[src/rtl/expression_pipe_eval.sv]
// expression_pipe_eval
//   Two-stage pipelined expression evaluator over LANES parallel lanes.
//   Operand a is unsigned and b is signed. Both are extended to RW = 2*W bits
//   and evaluated with the per-lane 3-bit opcode. Opcode 7 accumulates A*B
//   into a per-lane saturating accumulator.
//
// Ports
//   clk, rst_n            clock (rising edge), asynchronous active-low reset
//   in_valid / in_ready   input beat handshake
//   in_a, in_b, in_op     per-lane operands and opcode (lane i at [i*W +: W], [i*3 +: 3])
//   acc_clr               synchronous clear of every lane accumulator
//   out_valid / out_ready result beat handshake
//   out_y                 per-lane result, lane i at [i*RW +: RW]
//   out_sat               per-lane saturation flag (ACC only)
//
// Handshake: a beat moves across a port on the rising edge where valid and
//   ready are both high. Stage 1 advances into stage 2 whenever stage 2 is
//   empty or is being drained (s1_adv = !out_valid | out_ready). The input is
//   ready when stage 1 is empty or advancing. in_ready never depends on
//   in_valid. Stage-2 outputs are held while out_valid & !out_ready.
module expression_pipe_eval #(
  parameter int W     = 6,
  parameter int LANES = 2
) (
  input  logic                 clk,
  input  logic                 rst_n,
  input  logic                 in_valid,
  output logic                 in_ready,
  input  logic [LANES*W-1:0]   in_a,
  input  logic [LANES*W-1:0]   in_b,
  input  logic [LANES*3-1:0]   in_op,
  input  logic                 acc_clr,
  output logic                 out_valid,
  input  logic                 out_ready,
  output logic [LANES*2*W-1:0] out_y,
  output logic [LANES-1:0]     out_sat
);
  localparam int RW = 2 * W;

  localparam logic [2:0] OP_ADD = 3'd0;
  localparam logic [2:0] OP_SUB = 3'd1;
  localparam logic [2:0] OP_MUL = 3'd2;
  localparam logic [2:0] OP_ASR = 3'd3;
  localparam logic [2:0] OP_SHL = 3'd4;
  localparam logic [2:0] OP_CMP = 3'd5;
  localparam logic [2:0] OP_RED = 3'd6;
  localparam logic [2:0] OP_ACC = 3'd7;

  localparam logic [RW-1:0] SAT_MAX = {1'b0, {(RW-1){1'b1}}};
  localparam logic [RW-1:0] SAT_MIN = {1'b1, {(RW-1){1'b0}}};

  logic               r_s1_valid;
  logic               r_s2_valid;
  logic [LANES*W-1:0] r_s1_a;
  logic [LANES*W-1:0] r_s1_b;
  logic [LANES*3-1:0] r_s1_op;

  logic w_s1_adv;
  logic w_s2_load;

  assign w_s1_adv  = !r_s2_valid || out_ready;
  assign in_ready  = !r_s1_valid || w_s1_adv;
  assign w_s2_load = r_s1_valid && w_s1_adv;
  assign out_valid = r_s2_valid;

  // Stage 1: operand capture
  always_ff @(posedge clk or negedge rst_n) begin
    if (!rst_n) begin
      r_s1_valid <= 1'b0;
      r_s1_a     <= '0;
      r_s1_b     <= '0;
      r_s1_op    <= '0;
    end else if (in_ready) begin
      r_s1_valid <= in_valid;
      if (in_valid) begin
        r_s1_a  <= in_a;
        r_s1_b  <= in_b;
        r_s1_op <= in_op;
      end
    end
  end

  // Stage 2: shared valid flag
  always_ff @(posedge clk or negedge rst_n) begin
    if (!rst_n) begin
      r_s2_valid <= 1'b0;
    end else if (w_s1_adv) begin
      r_s2_valid <= r_s1_valid;
    end
  end

  for (genvar i = 0; i < LANES; i++) begin : g_lane
    logic [W-1:0]  w_a;
    logic [W-1:0]  w_b;
    logic [2:0]    w_op;
    logic [RW-1:0] w_a_ext;
    logic [RW-1:0] w_b_ext;
    logic [RW-1:0] w_prod;
    logic [RW-1:0] w_alu;
    logic [RW-1:0] w_acc_base;
    logic [RW:0]   w_acc_sum;
    logic [RW-1:0] w_acc_new;
    logic [RW-1:0] w_y;
    logic [31:0]   w_a_amt;
    logic [31:0]   w_b_amt;
    logic          w_acc_ovf;
    logic          w_is_acc;
    logic          w_acc_upd;
    logic [RW-1:0] r_acc;
    logic [RW-1:0] r_y;
    logic          r_sat;

    assign w_a     = r_s1_a[i*W +: W];
    assign w_b     = r_s1_b[i*W +: W];
    assign w_op    = r_s1_op[i*3 +: 3];
    assign w_a_ext = {{(RW-W){1'b0}}, w_a};
    assign w_b_ext = {{(RW-W){w_b[W-1]}}, w_b};
    // Product of a W-bit unsigned and W-bit signed value always fits in RW bits.
    assign w_prod  = $signed(w_a_ext) * $signed(w_b_ext);
    assign w_a_amt = 32'(w_a);
    assign w_b_amt = 32'(w_b);

    always_comb begin
      w_alu = '0;
      case (w_op)
        OP_ADD: w_alu = w_a_ext + w_b_ext;
        OP_SUB: w_alu = w_a_ext - w_b_ext;
        OP_MUL: w_alu = w_prod;
        OP_ASR: begin
          // if/else rather than ?: so the shift keeps its signed context
          if (w_a_amt >= RW) w_alu = {RW{w_b[W-1]}};
          else               w_alu = $signed(w_b_ext) >>> w_a;
        end
        OP_SHL: begin
          if (w_b_amt >= RW) w_alu = '0;
          else               w_alu = w_a_ext << w_b;
        end
        OP_CMP: w_alu = {{(RW-3){1'b0}},
                         $signed(w_a_ext) <  $signed(w_b_ext),
                         $signed(w_a_ext) == $signed(w_b_ext),
                         $signed(w_a_ext) >  $signed(w_b_ext)};
        OP_RED: w_alu = {{(RW-4){1'b0}}, ~^w_a, ^w_b, &w_a, |w_b};
        default: w_alu = '0;
      endcase
    end

    // A clear in the same cycle as the ACC move restarts the sum from zero.
    assign w_acc_base = acc_clr ? '0 : r_acc;
    assign w_acc_sum  = {w_acc_base[RW-1], w_acc_base} + {w_prod[RW-1], w_prod};
    assign w_acc_ovf  = w_acc_sum[RW] ^ w_acc_sum[RW-1];
    assign w_acc_new  = !w_acc_ovf ? w_acc_sum[RW-1:0] :
                        (w_acc_sum[RW] ? SAT_MIN : SAT_MAX);
    assign w_is_acc   = (w_op == OP_ACC);
    assign w_acc_upd  = w_s2_load && w_is_acc;
    assign w_y        = w_is_acc ? w_acc_new : w_alu;

    always_ff @(posedge clk or negedge rst_n) begin
      if (!rst_n) begin
        r_y   <= '0;
        r_sat <= 1'b0;
        r_acc <= '0;
      end else begin
        if (w_s2_load) begin
          r_y   <= w_y;
          r_sat <= w_is_acc && w_acc_ovf;
        end
        if (w_acc_upd)    r_acc <= w_acc_new;
        else if (acc_clr) r_acc <= '0;
      end
    end

    assign out_y[i*RW +: RW] = r_y;
    assign out_sat[i]        = r_sat;
  end

endmodule

[config.mk]
export PLATFORM = sky130hd
export DESIGN_NAME = expression_pipe_eval
export DESIGN_NICKNAME = d
export VERILOG_FILES = /design/src/rtl/expression_pipe_eval.sv
export SDC_FILE = /design/constraint.sdc
export NUM_CORES = 1
export LEC_CHECK = 0
export CORE_ASPECT_RATIO = 1.4
export CORE_MARGIN = 2
export CORE_UTILIZATION = 60
export DETAILED_ROUTE_END_ITERATION = 16
export PLACE_DENSITY = 0.81
export SETUP_SLACK_MARGIN = 0.02
export SLEW_MARGIN = 40
export SYNTH_ARGS = -nofsm -noshare
export SYNTH_HDL_FRONTEND = slang
export SYNTH_SLANG_ARGS = --single-unit
export TNS_END_PERCENT = 5
[constraint.sdc]
create_clock -name clk -period 13.4 [get_ports clk]
set_input_delay 1.34 -clock clk [delete_from_list [all_inputs] [get_ports clk]]
set_output_delay 1.34 -clock clk [all_outputs]
set_load 0.02 [all_outputs]
# == Yosys cells after proc, flatten, opt, wreduce, memory -nomap -nowiden ==
# Index checks and enable logic that the tools add are counted.
# word_totals
ff_bits,82
latch_bits,0
ram_bits,0
romBits,0
in_bits,35
output_inout_bits,28
elab_cells,85
memories,0
# classes
add_sub_neg,6
multipliers,2
div_mod_pow,0
magnitude_cmp,8
n_eq_ne,16
shifts,4
muxes,16
bitwise,2
n_reduce_logical,20
# op_table
op,count
two-way mux 12 bit,14
case mux 12 bit (7 select lines),2
adder 12 x 12 -> 13 bit,2
equality test 3 bit (second input constant),8
greater-or-equal comparator 6 x 4 -> 1 bit (second input constant),4
multiplier 7 x 6 -> 12 bit,2
<< shifter 6 x 6 -> 12 bit,2
>>> shifter 6 x 6 -> 12 bit,2
adder 7 x 6 -> 8 bit,2
subtractor 7 x 6 -> 8 bit,2
equality test 7 x 6 -> 1 bit,2
greater-than comparator 7 x 6 -> 1 bit,2
< comparator 7 x 6 -> 1 bit,2
equality test 3 x 2 -> 1 bit (second input constant),4
AND reduction 6 bit,2
OR reduction 6 bit,2
XNOR reduction 6 bit,2
XOR reduction 6 bit,2
equality test 3 x 1 -> 1 bit (second input constant),2
logical NOT 3 bit,2
logical AND 1 bit,5
logical NOT 1 bit,2
logical OR 1 bit,2
AND reduction 2 bit,1
bitwise XOR 1 bit,2

# == Logic depth before layout (Yosys ltp) ==
# depth
ltp_word,5
ltp_mapped,26
depth_no_buf,24

# == Worst setup path before layout ==
# OpenSTA, ideal clock, no wires.
# synth_path
path_type,register to register
from,register r_s1_b[11]
to,register g_lane[1].r_acc[7]
t_arrival_ns,6.189
t_required_ns,13.274
setup_slack_ns,7.085
stages_incl_launch_ff,23
n_path_buf,2
cell_sequence,dfrtp_1 > clkbuf_1 > buf_1 > nand2_1 > fa_1 > fa_1 > inv_1 > fa_1 > fa_1 > inv_1 > fa_1 > nor2b_1 > o21ai_0 > a21boi_0 > o21a_1 > nor2_1 > xnor2_1 > ha_1 > a2111oi_0 > a22o_1 > o21ai_2 > and2_1 > a221o_1
# synth_between
elab_chain_len,5
word_cells_on_any_way,6
cone_classes,add/sub (1); mul (1); mux (3); bitwise (1)
# synth_lines
item,line_no,text
start: declaration,55,logic [LANES*W-1:0] r_s1_b;
start signal: assignment,77,r_s1_b <= in_b;
multiplier 7 x 6 -> 12 bit (*),119,assign w_prod = $signed(w_a_ext) * $signed(w_b_ext);
adder 12 x 12 -> 13 bit (*),149,"assign w_acc_sum = {w_acc_base[RW-1], w_acc_base} + {w_prod[RW-1], w_prod};"
two-way mux 12 bit / bitwise XOR 1 bit (equally long branches),"152, 150",
two-way mux 12 bit (*),151,assign w_acc_new = !w_acc_ovf ? w_acc_sum[RW-1:0] :
two-way mux 12 bit (*),167,if (w_acc_upd) r_acc <= w_acc_new;
end signal: assignment,167,
end: declaration,109,logic [RW-1:0] r_acc;
# Mark *: on every way between the ends. The rest lies on a longest branch, timed or not.
# A chain may end at the register's enable or synchronous reset.

# == Worst setup path after layout ==
# layout_path
from,register r_s1_b[7]
to,register g_lane[1].r_acc[8]
# The elaborated chain is that of the path after synthesis.

==> results.sh <==
export IMPL_outcome="completed"
export IMPL_seq_power_share=0.167
export IMPL_sw_frac_of_total=0.517
export IMPL_multiInputGateArea_um2=7530
export IMPL_ctsLongestPathBuffers=2
export IMPL_dr_total_vias=9282
export IMPL_postRouteWirelength_mm=30.5
export IMPL_first_pass_iters=8
export IMPL_synth_main_ff_cell="sky130_fd_sc_hd__dfrtp_1"
export IMPL_crit_path_required_time_ns=13.63
export IMPL_net_switching_power_uw=1270
export IMPL_synthCells=1167
export IMPL_worst_setup_hold_path_clk_slew_ns=0.07
export IMPL_synth_cell_type_count=89
export IMPL_portBuffers=62
export IMPL_list_of_most_frequent_post_synthesis_cells="132 x sky130_fd_sc_hd__ha_1, 92 x sky130_fd_sc_hd__nand2_1, 90 x sky130_fd_sc_hd__nor2_1, 82 x sky130_fd_sc_hd__dfrtp_1, 69 x sky130_fd_sc_hd__a21oi_1"
export IMPL_grt_pass1_vias=9336
export IMPL_gr_total_overflow=0
export IMPL_antenna_found_initial=0
export IMPL_cell_count_of_the_worst_reg_to_reg_path=22
export IMPL_power_ir_vdd_worst_mv=0.184
export IMPL_yosys_warnings=0
export IMPL_post_drt_via_cell_ratio=6.64
export IMPL_yosysMostFrequentCell="sky130_fd_sc_hd__ha_1"
export IMPL_timing_max_transition_violations_final=0
export IMPL_async_reset_ff_frac=1.00
export IMPL_fin_crit_sh=0.509
export IMPL_startpoint="r_s1_b[7]"
export IMPL_setup_viol=0
export IMPL_synth_top_cells_by_area="sky130_fd_sc_hd__dfrtp_1 20%, sky130_fd_sc_hd__ha_1 16%, sky130_fd_sc_hd__fa_1 7.9%, sky130_fd_sc_hd__mux2_2 3.9%, sky130_fd_sc_hd__a21oi_1 3.4%"
export IMPL_worst_pin_slew_ns=0.765
export IMPL_groute_layer_met1_usage=0.402
export IMPL_post_detail_place_hpwl_mm=23.0
export IMPL_final_core_util=0.666
export IMPL_max_cap_viol=0
export IMPL_grt_most_used_layer="met2"
export IMPL_final_seq_area_um2=2050
export IMPL_p_per_area_nw_per_um2=222
export IMPL_seq_area_frac_synth=0.203
export IMPL_synthDominantAreaCellType="sky130_fd_sc_hd__dfrtp_1"
export IMPL_path_max_fanout=18
export IMPL_fp_dieW_um=114
export IMPL_hold_class="flip-flop to flip-flop"
export IMPL_power_leakage_uw=0.00503
export IMPL_layout_drive_gt1_share=0.0753
export IMPL_drt_iter0_markers=857
export IMPL_post_route_skew_ns=0.0130
export IMPL_numCtsBuffers=9
export IMPL_num_fill_cells=1396
export IMPL_worst_slew_margin_rel=0.485
export IMPL_core_area_um2=16600
export IMPL_final_net_count=1397
export IMPL_clock_sinks=82
export IMPL_post_cts_setup_buffers=0
export IMPL_finalWeightedCongestion=1.02
export IMPL_arrival_ns=7.05
export IMPL_capture_instance_of_the_worst_register_to_register_path="g_lane[1].r_acc[8]"
export IMPL_post_cts_resize_count=0
export IMPL_end_kind="flip-flop"
export IMPL_die_area_um2=17900
export IMPL_remaining_drc_errors=0
export IMPL_cellInternalPower_uw=1180
export IMPL_achievable_frequency_ghz=0.147
export IMPL_reg2reg_from="r_s1_b[7]"
export IMPL_grt_start_max_net_pins=58
export IMPL_area_growth_pct=9.60
export IMPL_mappedNetlistNets=1374
export IMPL_global_route_wire_length_before_repair_mm=49.0
export IMPL_share_comb_of_total_power=0.731
export IMPL_timing_reg2reg_setup_slack_ns=6.58
export IMPL_final_period_minus_worst_setup_slack_ns=6.82
export IMPL_grtUsageTotal=0.356
export IMPL_synth_top_area_frac=0.203
export IMPL_cts_hold_buf=0
export IMPL_globalRouteMet2Util=0.614
export IMPL_clk_latency_ns=0.36
export IMPL_synth_edf_count=0
export IMPL_path_class="flip-flop to flip-flop"
export IMPL_min_path_cells=1
export IMPL_setup_worst_path_start_class="flip-flop"
export IMPL_clock_network_fraction_of_design_power=0.102
export IMPL_postSynthAreaPerCell_um2=8.64
export IMPL_tritoncts="done"
export IMPL_ys_ff_latch=82
export IMPL_drtAntennaViolNets=0
export IMPL_avgRoutedWirePerCell_um=21.8
export IMPL_timing_critical_path_to="g_lane[1].r_acc[8]"
export IMPL_synth_area_um2=10100
export IMPL_antenna_cells_inserted=0
export IMPL_finalPower_uw=2450
export IMPL_met3_usage=0.0481
export IMPL_cts_root_buf="sky130_fd_sc_hd__clkbuf_16"
export IMPL_finalHoldViolCount=0
export IMPL_cts_htree_levels=3
export IMPL_unrepaired_setup_endpoints_after_global_routing="false"
export IMPL_finalSetupTns_ns=0
export IMPL_boundaryPins=63
export IMPL_rows=56
export IMPL_initial_utilization=0.607
export IMPL_floorplan_die_height_um=157
==> final cells by class <==
class,instances,area share
Multi-Input combinational cell,957,0.681
Clock inverter,6,0.00441
Timing Repair Buffer,68,0.0603
Clock buffer,10,0.0207
Sequential cell,82,0.186
Tap cell,203,0.0230
Inverter,72,0.0244
==> metrics by stage <==
stage	setup slack, ns	instances	instance area, µm²	hold WS, ns
after floorplan	7.09	1167	10100	0.451
after global routing	6.01	1398	11100	0.515
after CTS	6.48	1398	11000	0.489
final	6.58	1398	11100	0.481
after global placement	6.68	1382	10800	0.465
after detailed placement	6.49	1382	10800	0.473
==> logic make-up after synthesis <==
family | share of synthesized area
AO/OA/AOI/OAI | 0.221
multiplexers | 0.0634
AND/OR/NAND/NOR | 0.177
adder cells (fa/ha/maj) | 0.243
XOR/XNOR | 0.0417
flip-flops | 0.203
buffers and inverters | 0.0499
==> flip-flops by register name (all words and copies together), names as in the netlist <==
signal and cells:
r_s1_a 12, g_lane.r_y 24, r_s1_b 12, r_s1_op 6, out_valid 1, g_lane.r_sat 2, g_lane.r_acc 24, r_s1_valid 1
==> power groups by stage <==
stage                     Sequential (µW)  Clock (µW)  Combinational (µW)
after CTS                             405         251                1770
after global routing                  417         259                1970
after detailed placement              408           0                1750
after floorplan                       396           0                1280
after global placement                408           0                1720
final                                 408         249                1790
==> how the worst min path moves through the flow <==
| stage | from | to | slack [ns] |
|---|---|---|---|
| floorplan | g_lane[0].r_sat | g_lane[0].r_sat | 0.45 |
| global placement | g_lane[0].r_sat | g_lane[0].r_sat | 0.47 |
| detailed placement | g_lane[1].r_sat | g_lane[1].r_sat | 0.47 |
| CTS | g_lane[1].r_sat | g_lane[1].r_sat | 0.49 |
| global route | g_lane[1].r_sat | g_lane[1].r_sat | 0.52 |
| finish | g_lane[1].r_sat | g_lane[1].r_sat | 0.48 |
==> worst max-delay path, cell delays in order, from the launching register on <==
cell	delay, ns
sky130_fd_sc_hd__dfrtp_1	0.73
sky130_fd_sc_hd__inv_1	0.35
sky130_fd_sc_hd__nor2_1	0.22
sky130_fd_sc_hd__fa_1	0.43
sky130_fd_sc_hd__inv_1	0.07
sky130_fd_sc_hd__fa_1	0.40
sky130_fd_sc_hd__inv_1	0.09
sky130_fd_sc_hd__fa_1	0.43
sky130_fd_sc_hd__fa_1	0.56
sky130_fd_sc_hd__inv_1	0.07
sky130_fd_sc_hd__fa_1	0.45
sky130_fd_sc_hd__nor2b_1	0.13
sky130_fd_sc_hd__o21ai_0	0.11
sky130_fd_sc_hd__a21boi_0	0.43
sky130_fd_sc_hd__o21a_1	0.17
sky130_fd_sc_hd__nor2_1	0.04
sky130_fd_sc_hd__xnor2_1	0.13
sky130_fd_sc_hd__ha_1	0.36
sky130_fd_sc_hd__a2111oi_0	0.43
sky130_fd_sc_hd__a22o_1	0.33
sky130_fd_sc_hd__o21ai_2	0.19
sky130_fd_sc_hd__and2_1	0.26
sky130_fd_sc_hd__a221o_1	0.30
==> routing by layer <==
metal,vias to the layer above,wire length (µm)
met5,-,0
met4,0,2500
met3,153,1980
met2,442,15100
met1,4419,11000
li1,4268,-
==> cells in the final DEF, fill, tap and decap left out, types with 11 or more instances in the layout <==
| cell type | netlist | final |
|---|---|---|
| sky130_fd_sc_hd__ha_1 | 132 | 132 |
| sky130_fd_sc_hd__nand2_1 | 92 | 92 |
| sky130_fd_sc_hd__nor2_1 | 90 | 90 |
| sky130_fd_sc_hd__dfrtp_1 | 82 | 81 |
| sky130_fd_sc_hd__a21oi_1 | 69 | 69 |
| sky130_fd_sc_hd__inv_1 | 68 | 68 |
| sky130_fd_sc_hd__clkdlybuf4s50_1 | 0 | 61 |
| sky130_fd_sc_hd__o21ai_0 | 56 | 56 |
| sky130_fd_sc_hd__fa_1 | 40 | 40 |
| sky130_fd_sc_hd__nor2b_1 | 38 | 38 |
| sky130_fd_sc_hd__xnor2_1 | 38 | 38 |
| sky130_fd_sc_hd__mux2_2 | 35 | 35 |
| sky130_fd_sc_hd__nand3_1 | 27 | 27 |
| sky130_fd_sc_hd__nand2b_1 | 22 | 22 |
| sky130_fd_sc_hd__mux2i_1 | 20 | 20 |
| sky130_fd_sc_hd__and2_1 | 20 | 19 |
| sky130_fd_sc_hd__nor3_1 | 19 | 19 |
| sky130_fd_sc_hd__a31oi_1 | 19 | 19 |
| sky130_fd_sc_hd__a21o_1 | 18 | 18 |
| sky130_fd_sc_hd__a211oi_1 | 13 | 13 |
| sky130_fd_sc_hd__o211ai_1 | 12 | 12 |
| sky130_fd_sc_hd__o21a_1 | 11 | 11 |
(Power assumes the default switching activity.)
